[src/rtl/io_port_arbiter.sv]
// io_port_arbiter: round-robin arbiter that lets two masters share one single-beat I/O register slave.
//   M0 = CPU and M1 = DMA/hypervisor. Each transaction takes 4 cycles: IDLE -> ISSUE -> WAIT -> DONE.
//   Every output is registered. A request that loses arbitration is held off until the next IDLE.
// Ports:
//   clk, reset      clock; synchronous active-high reset
//   m0_* / m1_*     master ports: req, addr, we, wdata in; rdata and a 1-cycle ack pulse out
//   s_cs, s_ready   1-cycle select/write-qualifier strobe to the slave (always equal)
//   s_addr/we/wdata command latched at grant, held from ISSUE through DONE
//   s_rdata, s_ack  slave read data and its registered completion
//   timeout         1-cycle pulse in DONE when a transaction was force-completed
// Optional feature: define IOARB_TIMEOUT_EN to force completion (rdata=8'hFF) after
//   TIMEOUT_CYCLES cycles in WAIT. Without it, WAIT holds until s_ack and timeout is tied to 0.
module io_port_arbiter #(
  parameter int ADDR_W         = 8,
  parameter int TIMEOUT_CYCLES = 16
) (
  input  logic              clk,
  input  logic              reset,
  input  logic              m0_req,
  input  logic [ADDR_W-1:0] m0_addr,
  input  logic              m0_we,
  input  logic [7:0]        m0_wdata,
  output logic [7:0]        m0_rdata,
  output logic              m0_ack,
  input  logic              m1_req,
  input  logic [ADDR_W-1:0] m1_addr,
  input  logic              m1_we,
  input  logic [7:0]        m1_wdata,
  output logic [7:0]        m1_rdata,
  output logic              m1_ack,
  output logic              s_cs,
  output logic              s_ready,
  output logic [ADDR_W-1:0] s_addr,
  output logic              s_we,
  output logic [7:0]        s_wdata,
  input  logic [7:0]        s_rdata,
  input  logic              s_ack,
  output logic              timeout
);

  if (TIMEOUT_CYCLES < 1) begin : g_param_check
    $error("io_port_arbiter: TIMEOUT_CYCLES must be at least 1");
  end

  typedef enum logic [1:0] {IDLE, ISSUE, WAIT, DONE} state_t;

  state_t state;
  logic   last_grant;  // 0 = M0, 1 = M1
  logic   grant;       // master that owns the current transaction
  logic   pick;        // arbitration result, used only in IDLE
  logic [7:0] ack_data;

  // A lone requester always wins. On a tie, the master that was not granted last wins.
  always_comb begin
    pick = 1'b0;
    if (m0_req && m1_req) pick = ~last_grant;
    else if (m1_req)      pick = 1'b1;
  end

  // Writes return zero data to the master.
  assign ack_data = s_we ? 8'h00 : s_rdata;

`ifdef IOARB_TIMEOUT_EN
  localparam int CW = $clog2(TIMEOUT_CYCLES + 1);
  logic [CW-1:0] wait_cnt;
`else
  assign timeout = 1'b0;
`endif

  always_ff @(posedge clk) begin
    if (reset) begin
      state      <= IDLE;
      last_grant <= 1'b1;
      grant      <= 1'b0;
      s_cs       <= 1'b0;
      s_ready    <= 1'b0;
      s_we       <= 1'b0;
      s_addr     <= '0;
      s_wdata    <= 8'h00;
      m0_rdata   <= 8'h00;
      m1_rdata   <= 8'h00;
      m0_ack     <= 1'b0;
      m1_ack     <= 1'b0;
`ifdef IOARB_TIMEOUT_EN
      timeout    <= 1'b0;
      wait_cnt   <= '0;
`endif
    end else begin
      case (state)
        IDLE: begin
          if (m0_req || m1_req) begin
            grant      <= pick;
            last_grant <= pick;
            s_addr     <= pick ? m1_addr  : m0_addr;
            s_we       <= pick ? m1_we    : m0_we;
            s_wdata    <= pick ? m1_wdata : m0_wdata;
            // Raised here so that the registered strobe is visible during ISSUE.
            s_cs       <= 1'b1;
            s_ready    <= 1'b1;
            state      <= ISSUE;
          end
        end
        ISSUE: begin
          s_cs    <= 1'b0;
          s_ready <= 1'b0;
`ifdef IOARB_TIMEOUT_EN
          wait_cnt <= '0;
`endif
          state   <= WAIT;
        end
        WAIT: begin
          // An s_ack in the final counted cycle takes priority over expiry.
          if (s_ack) begin
            if (grant) begin
              m1_rdata <= ack_data;
              m1_ack   <= 1'b1;
            end else begin
              m0_rdata <= ack_data;
              m0_ack   <= 1'b1;
            end
            state <= DONE;
          end
`ifdef IOARB_TIMEOUT_EN
          else if (wait_cnt == CW'(TIMEOUT_CYCLES - 1)) begin
            if (grant) begin
              m1_rdata <= 8'hFF;
              m1_ack   <= 1'b1;
            end else begin
              m0_rdata <= 8'hFF;
              m0_ack   <= 1'b1;
            end
            timeout <= 1'b1;
            state   <= DONE;
          end else begin
            wait_cnt <= wait_cnt + 1'b1;
          end
`endif
        end
        DONE: begin
          m0_ack  <= 1'b0;
          m1_ack  <= 1'b0;
`ifdef IOARB_TIMEOUT_EN
          timeout <= 1'b0;
`endif
          state   <= IDLE;
        end
        default: state <= IDLE;
      endcase
    end
  end

endmodule

[config.mk]
export PLATFORM = sky130hd
export DESIGN_NAME = io_port_arbiter
export DESIGN_NICKNAME = d
export VERILOG_FILES = /design/src/rtl/io_port_arbiter.sv
export SDC_FILE = /design/constraint.sdc
export NUM_CORES = 1
export LEC_CHECK = 0
export ABC_AREA = 1
export BUFFER_PORTS_ARGS = -buffer_cell sky130_fd_sc_hd__buf_2
export CAP_MARGIN = 20
export CELL_PAD_IN_SITES_DETAIL_PLACEMENT = 1
export CELL_PAD_IN_SITES_GLOBAL_PLACEMENT = 1
export CORE_MARGIN = 2
export CORE_UTILIZATION = 31
export CTS_CLUSTER_DIAMETER = 120
export DETAILED_ROUTE_END_ITERATION = 8
export PLACE_DENSITY = 0.86
export SLEW_MARGIN = 20
export SYNTH_ARGS = -nofsm -noshare
export SYNTH_HDL_FRONTEND = slang
export SYNTH_SLANG_ARGS = --single-unit
[constraint.sdc]
create_clock -name clk -period 1.5 [get_ports clk]
set_input_delay 0.15 -clock clk [delete_from_list [all_inputs] [get_ports clk]]
set_output_delay 0.15 -clock clk [all_outputs]
set_load 0.05 [all_outputs]
Word level (Yosys, flattened, before mapping) --
Cells that the tools add are included.
Word-level totals: logic and storage cells 49, input port bits 47, output and inout port bits 38, register bits after elaboration 40
Cells by class: bitwise operators 2, reductions and logical operators 12, mux-type cells 17, eq/ne operators 7
Operator list (count):
- 8-bit 2-to-1 mux | 3
- 3-bit AND reduction | 4
- 1-bit 2-to-1 mux | 8
- 2-bit inequality test, second input constant | 4
- 2-bit one-hot mux with 4 select lines | 1
- 1-bit one-hot mux with 2 select lines | 3
- 2-bit AND reduction | 3
- 2-bit equality test, second input constant | 2
- 2-bit 2-to-1 mux | 2
- 2-bit nonzero test | 2
- 2-bit by 1-bit equality test with 1-bit output, second input constant | 1
- 2-bit zero test | 1
- 1-bit inverter | 2
- 1-bit logical AND | 1
- 1-bit logical OR | 1

Longest topological paths before layout --
Gate-level depths: netlist of run 1.
depth after elaboration 3, gate-level depth with buffers 8, gate-level depth less buffers 7

Least setup slack after synthesis of run 1 --
Ideal clock, no wire load.
path kind reg-to-reg, from register state[0], to register s_addr[0], cell stages (with the launch flop) 9, slack 212 ps, arrival time 1171 ps, clock period less this slack 1288 ps, path buffers 1, cell sequence dfxtp_1 -> inv_1 -> ha_1 -> inv_2 -> nor2_4 -> buf_6 -> nand2_1 -> nor2_1 -> nor2_1
Between the ends: cells in the longest elaborated chain, start to end 2
Ends and longest elaborated chain:
- start, declared | line 47 | state_t state;
- start signal, assigned | line 72 | state <= IDLE;
- start signal, assigned | line 100 | state <= ISSUE;
- start signal, assigned | line 109 | state <= WAIT;
- 2-bit zero test | line 89 | case (state)
- 2-bit AND reduction (no source line)
- end signal, assigned | line 94 | s_addr <= pick ? m1_addr : m0_addr;
- end, declared | line 33 | output logic [ADDR_W-1:0] s_addr,
No other way between the ends. A chain may end at the register's enable or synchronous reset.

Worst setup path in the final report of run 1 --
from register state[1], to register s_wdata[1]
Between the ends: cells in the longest elaborated chain, start to end 2
Ends and longest elaborated chain:
- 2-bit zero test | line 89
- 2-bit AND reduction (no source line)
- end signal, assigned | line 96 | s_wdata <= pick ? m1_wdata : m0_wdata;
- end, declared | line 35 | output logic [7:0] s_wdata,
No other way between the ends.

==> run summary, run 1 <==
Fillers - 863
Status - finished, final reports clean
DRT Pass-1 Iters - 3
GPL Wtd Cong - 0.7568
First-pass GRT wire length - 8866 um
Num CTS Buffers - 5
Setup_tns - 0 ps
Die W - 83.83 um
GRT Resource Usage Total - 15.07%
FMAX - 0.7362 GHz
Synth Area in XOR/XNOR - 0%
Vert. Die Dim - 83.83 um
Postcts setup bufs - 0
Share of cells above drive strength 1 - 26.42%
RSZ-0062 raised after global routing - false
Crit path kind - reg2reg
Peak VDD IR - 843.5 uV
# clock sinks - 40
Worst-skew pair later-pin latency - 290 ps
Critical Path End Type - flip-flop
Final worst path period share - 90.56%
Final net count - 437
Clk buf depth - 2
Synth cell types - 21
Crit Path Max Fanout - 35
H-Tree Depth - 2
Final Skew - 4.792 ps
Fin area - 0.002567 mm2
Hold crit path type - in2reg
Die ar. - 0.007027 mm2
Post-route ant nets - 0
Post-DR vias/cell - 4.425
Critical path, cell by cell - inv_1 -> ha_1 -> inv_2 -> nor2_4 -> buf_12 -> o21ai_0 -> nor2_1
Max Slew Vio Count - 0
Critical Path RT - 1680 ps
Adder-Cell Fraction of Synth Area - 3.167%
Post-synthesis mux area share - 0%
GRT Residual Overflow - 0
Final Setup Violations - 0
Worst Hold Depth - 5
Antenna violations before repair - 0
Hold Fails Final Rpt - 0
Post-route DRC - 0
Main combinational cell family by area after synthesis - simple AND/OR/NAND/NOR gates
First DRT Iteration DRCs - 21
Flops & latches, synth - 40
Worst setup SP type - flip-flop
Placed instance area - 0.002446 mm2
Synthesized netlist cell count - 306
N_diodes - 0
Mapped Area - 0.001976 mm2
Core Area - 0.006241 mm2
Starting Density - 31.66%
Critical path's slowest cell - dfxtp_1
Compound-cell area share of the yosys netlist - 8.106%
CP max stage delay - 420 ps
Syn nets - 358
Pwr/cell area - 1878 mW/mm2
FP Rows - 29
Max-cap violations - 0
Vias - 2,049
Syn Area/Cell - 6.456 um2
Clk slew on worst S/H paths - 80 ps
Sequential fraction of the synthesis area - 40.53%
Vias in the first global route - 2,015
Routed len/inst - 11.28 um
Worst-case reg-to-reg path depth - 7
Routed wire length - 5224 um
Simple-gate share of the synthesized area - 34.14%
Yosys warnings - 0
Min cycle time layout - 1358 ps
IO Port Bufs - 83
Root Driver - clkbuf_8
Leakage - 1.447 nW
Post-DP HPWL - 4019 um
Largest net degree at the start of global routing - 36
CP arrival - 1540 ps
CTS tree - yes
Synth-to-layout area growth - 29.96%
I/O pin count - 85
-- layout by cell type (no fill, tap or decap), drive strengths merged, types with 5 or more instances in the layout --
cell | synthesis | final
a21oi | 13 | 13
buf | 11 | 87
clkbuf | 4 | 6
dfxtp | 40 | 40
ha | 5 | 5
inv | 43 | 43
nand2 | 74 | 74
nand3 | 14 | 14
nor2 | 81 | 81
o21ai | 19 | 19
-- registers in the layout, summed over array words and instances, names as in the netlist --
signal      cells
grant           1
last_grant      1
m0_ack          1
m0_rdata        8
m1_ack          1
m1_rdata        8
s_addr          8
s_ready         1
s_wdata         8
s_we            1
state           2
-- synthesized netlist by cell type --
cell	n	area, um2
nor2_1	79	296.5
nand2_1	73	274.0
inv_1	42	157.7
dfxtp_1	40	800.8
o21ai_0	15	75.07
a21oi_1	13	65.06
nand3_1	12	60.06
buf_4	5	37.54
ha_1	5	62.56
buf_6	4	45.04
o21ai_1	4	20.02
clkbuf_1	3	11.26
buf_2	2	10.01
nand3_2	2	20.02
clkbuf_2	1	5.000
clkinv_1	1	3.750
conb_1	1	3.750
inv_2	1	3.750
nand2_2	1	6.260
nor2_2	1	6.260
nor2_4	1	11.26
-- repair_timing --
action | in CTS | in global routing
hold buffers | 0 | 0
gates resized for setup | 0 | 3
setup endpoints to repair | 0 | 17
-- cell type report --
cell class	count	area (um2)	share of cell area, %
Multi-Input combinational cell	207	910.9	35.48
Sequential cell	40	800.8	31.19
Timing Repair Buffer	87	483.0	18.81
Inverter	44	168.9	6.579
Tap cell	77	96.34	3.752
Clock buffer	6	72.57	2.827
Clock inverter	2	35.03	1.365
-- through the flow --
step | worst slack (ps) | cells | hold WS [ps] | power, mW | utilization (%)
2_1_floorplan | 211.7 | 306 | 328.7 | 3.437 | -
3_3_place_gp | 161.0 | 455 | 440.9 | 3.915 | 39.19
3_5_place_dp | 92.62 | 455 | 456.0 | 3.986 | 39.19
4_1_cts | 80.19 | 463 | 150.5 | 4.874 | 40.92
5_1_grt | 12.55 | 463 | 171.7 | 5.186 | 41.14
6_report | 141.7 | 463 | 150.2 | 4.822 | 41.14
-- logic make-up (layout without fill, tap and decap cells) --
family,count (synthesis),count (layout)
AOI/OAI and AO/OA,32,32
adders and majority gates,5,5
buffers and inverters,59,139
DFF,40,40
other,1,1
and+or+nand+nor,169,169
-- per-layer routing --
metal / vias to the layer above / track usage, % / wire [um]
met2: 64 / 26.04 / 2438
met1: 915 / 17.97 / 2308
met3: 4 / 5.539 / 447
li1: 1066 / - / -
met4: 0 / 3.079 / 28
met5: - / 0 / 0
-- report_power, final --
part / total (mW) / switching [mW] / internal (mW)
registers: 1.53 / 0.180 / 1.35
clock network: 0.871 / 0.377 / 0.494
logic: 2.43 / 1.75 / 0.678
-- worst max-delay path, delay by kind of cell, from the launching register on --
kind            cells  cell delay [ps]
flops               1              420
buf+inv             3              320
fa+ha+maj           1              210
compound gates      1              180
simple gates        2              110
-- final timing paths --
path | from | endpoint | slack, ps
min | m0_addr[5] | s_addr[5] | 150
max reg2reg | state[1] | s_wdata[1] | 140
min reg2reg | m1_rdata[6] | m1_rdata[6] | 470
max | state[1] | s_wdata[1] | 140
Power figures use the tool's default switching activity.
==> run 2, diff against run 1 <==
Settings changed: PLACE_DENSITY 0.86 to unset, PLACE_DENSITY_LB_ADDON set to 0.08.
==> run 2 against run 1 <==
  * Non-clock buffer count grew 1
  * Global-route usage shrank 0.068 points
  * Flip-flop and latch count is the same
  * Routed wire length shrank 2.3%
  * Final area shrank 1.4%
  * Count of clock-buffer cells in the layout is the same
  * Critical path depth is the same
  * Power shrank 4.1%
  * Clock power shrank 22%
  * Register-to-register slack is essentially flat
  * Critical path type unchanged
  * Largest cell class unchanged
==> run summary, run 2 (synthesis results as in run 1) <==
NetSw - 2.270 mW (was 2.303 mW)
Vias - 2,017 (was 2,049)
Peak VDD IR - 697.2 uV (was 843.5 uV)
DRT Pass-1 Iters - 4 (was 3)
Min cycle time layout - 1350 ps (was 1358 ps)
Core Area - 0.006241 mm2 (unchanged)
Postcts setup bufs - 0 (unchanged)
Clk buf depth - 2 (unchanged)
IO Port Bufs - 83 (unchanged)
Status - finished, final reports clean (unchanged)
Worst-skew pair later-pin latency - 290 ps (about the same)
Post-route DRC - 0 (unchanged)
Routed wire length - 5103 um (was 5224 um)
Largest net degree at the start of global routing - 36 (unchanged)
RSZ-0062 raised after global routing - false (unchanged)
Seq. cell area - 800.8 um2 (unchanged)
Met2 WL - 2384 um (was 2438 um)
Root Driver - clkbuf_8 (unchanged)
Placed instance area - 0.002454 mm2 (was 0.002446 mm2)
Post-DR vias/cell - 4.356 (was 4.425)
Final worst path period share - 90.02% (was 90.56%)
Critical path, cell by cell - inv_1 -> ha_1 -> inv_2 -> nor2_4 -> buf_12 -> o21ai_0 -> nor2_1 (unchanged)
Met1 wire length - 2337 um (was 2308 um)
CP top delay family - flip-flops (unchanged)
Num CTS Buffers - 5 (unchanged)
Post-route ant nets - 0 (unchanged)
Pwr/cell area - 1825 mW/mm2 (was 1878 mW/mm2)
Fin area - 0.002532 mm2 (was 0.002567 mm2)
N_diodes - 0 (unchanged)
Clock share of power - 14.7% (was 18.1%)
Top layer in use - met4 (unchanged)
Clk slew on worst S/H paths - 80 ps (about the same)
Switching share of power - 49.10% (was 47.77%)
Final hold slack - 155.0 ps (was 150.2 ps)
Routed len/inst - 11.02 um (was 11.28 um)
Hold Fails Final Rpt - 0 (unchanged)
First DRT Iteration DRCs - 51 (was 21)
Vias in the first global route - 1,991 (was 2,015)
Setup_tns - 0 ps (unchanged)
Internal - 2.353 mW (was 2.518 mW)
Worst setup SP type - flip-flop (unchanged)
Met3 routed WL - 321 um (was 447 um)
Most used cells in the layout excluding fill and tap cells - buf_2 (83), nor2_1 (79), nand2_1 (73) (unchanged)
Die W - 83.83 um (unchanged)
CTS tree - yes (unchanged)
Worst Path Buf+Inv - 3 (unchanged)
Fin cells - 463 (unchanged)
I/O pin count - 85 (unchanged)
Die ar. - 0.007027 mm2 (unchanged)
H-Tree Depth - 2 (unchanged)
CP max stage delay - 400 ps (was 420 ps)
Share of cells above drive strength 1 - 26.17% (was 26.42%)
Starting Density - 31.66% (unchanged)
Most common cell after layout, fill and taps aside - buf_2 (unchanged)
Crit Path Max Fanout - 35 (unchanged)
First-pass GRT wire length - 8756 um (was 8866 um)
# clock sinks - 40 (unchanged)
Final net count - 438 (was 437)
Synth-to-layout area growth - 28.18% (was 29.96%)
GRT Resource Usage Total - 15.01% (was 15.07%)
Max Slew Vio Count - 0 (unchanged)
Vert. Die Dim - 83.83 um (unchanged)
Max-cap violations - 0 (unchanged)
GPL Wtd Cong - 0.7063 (was 0.7568)
Crit path kind - reg2reg (unchanged)
Post-Place Worst Slack - 5.369 ps (was 92.62 ps)
Area of the multi-input gates - 900.9 um2 (was 910.9 um2)
Antenna violations before repair - 0 (unchanged)
Leakage - 1.447 nW (about the same)
Final Skew - 9.156 ps (was 4.792 ps)
Final Setup Violations - 0 (unchanged)
Fillers - 881 (was 863)
Critical Path End Type - flip-flop (unchanged)
Hold crit path type - in2reg (unchanged)
CP arrival - 1530 ps (was 1540 ps)
Critical path's slowest cell - dfxtp_1 (unchanged)
Placed Cells incl. Taps - 456 (was 455)
FMAX - 0.7406 GHz (was 0.7362 GHz)
Comb pwr share - 52.3% (was 50.3%)
Fin worst setup slack - 149.7 ps (was 141.7 ps)
Critical Path RT - 1680 ps (about the same)
FP Rows - 29 (unchanged)
Sequential share of power - 33.0% (was 31.6%)
Post-DP HPWL - 3755 um (was 4019 um)
GRT Residual Overflow - 0 (unchanged)
-- run 2: cell count changes in the layout (fill, tap and decap cells not counted), sizes merged --
cell	delta
buf	+1
bufinv	-1
clkinv	+1
clkinvlp	-1
-- run 2: final timing paths --
path                     from          end  slack [ps]  depth (start not counted)
setup / recovery     state[0]    s_addr[0]         150                          7
hold / removal     m0_addr[5]    s_addr[5]         150                          5
setup reg to reg     state[0]    s_addr[0]         150                          7
hold reg to reg   m1_rdata[1]  m1_rdata[1]         470                          2
-- run 2: per-layer routing --
layer	vias up	global-route usage (%)
met1	894	17.70
li1	1069	-
met4	0	5.279
met3	5	3.759
met2	49	26.33
met5	-	0
-- run 2: tightest hold or removal path, stage by stage --
cell     delay, ps
buf_2           70
nand2_1         40
nand2_1         50
nor2_1          30
nor2_1          60
-- run 2: layout make-up --
class                      count  area share, %
sequential                    40          31.62
clock inverter                 1         0.1976
clock buffer                   6          2.866
tap                           77          3.804
multi-input combinational    207          35.57
timing repair buffer          88          19.37
inverter                      44          6.571
-- run 2: repair_timing --
action / CTS / global route
hold buffers: 0 / 0
gates resized for setup: 1 / 0
setup endpoints to repair: 1 / 0
-- run 2: through the flow --
stage / power, mW / utilization (%)
4_1_cts: 4.711 / 40.58
5_1_grt: 4.992 / 40.58
6_report: 4.623 / 40.58
3_3_place_gp: 3.972 / 39.31
3_5_place_dp: 4.005 / 39.31
2_1_floorplan: 3.437 / -
-- run 2: power by group through the flow --
stage / logic (mW) / clock network (mW) / registers [mW]
after floorplan: 1.11 / 0 / 2.33
after global placement: 2.43 / 0 / 1.55
after detailed placement: 2.45 / 0 / 1.55
after CTS: 2.46 / 0.714 / 1.53
after global routing: 2.66 / 0.752 / 1.58
final: 2.42 / 0.680 / 1.53
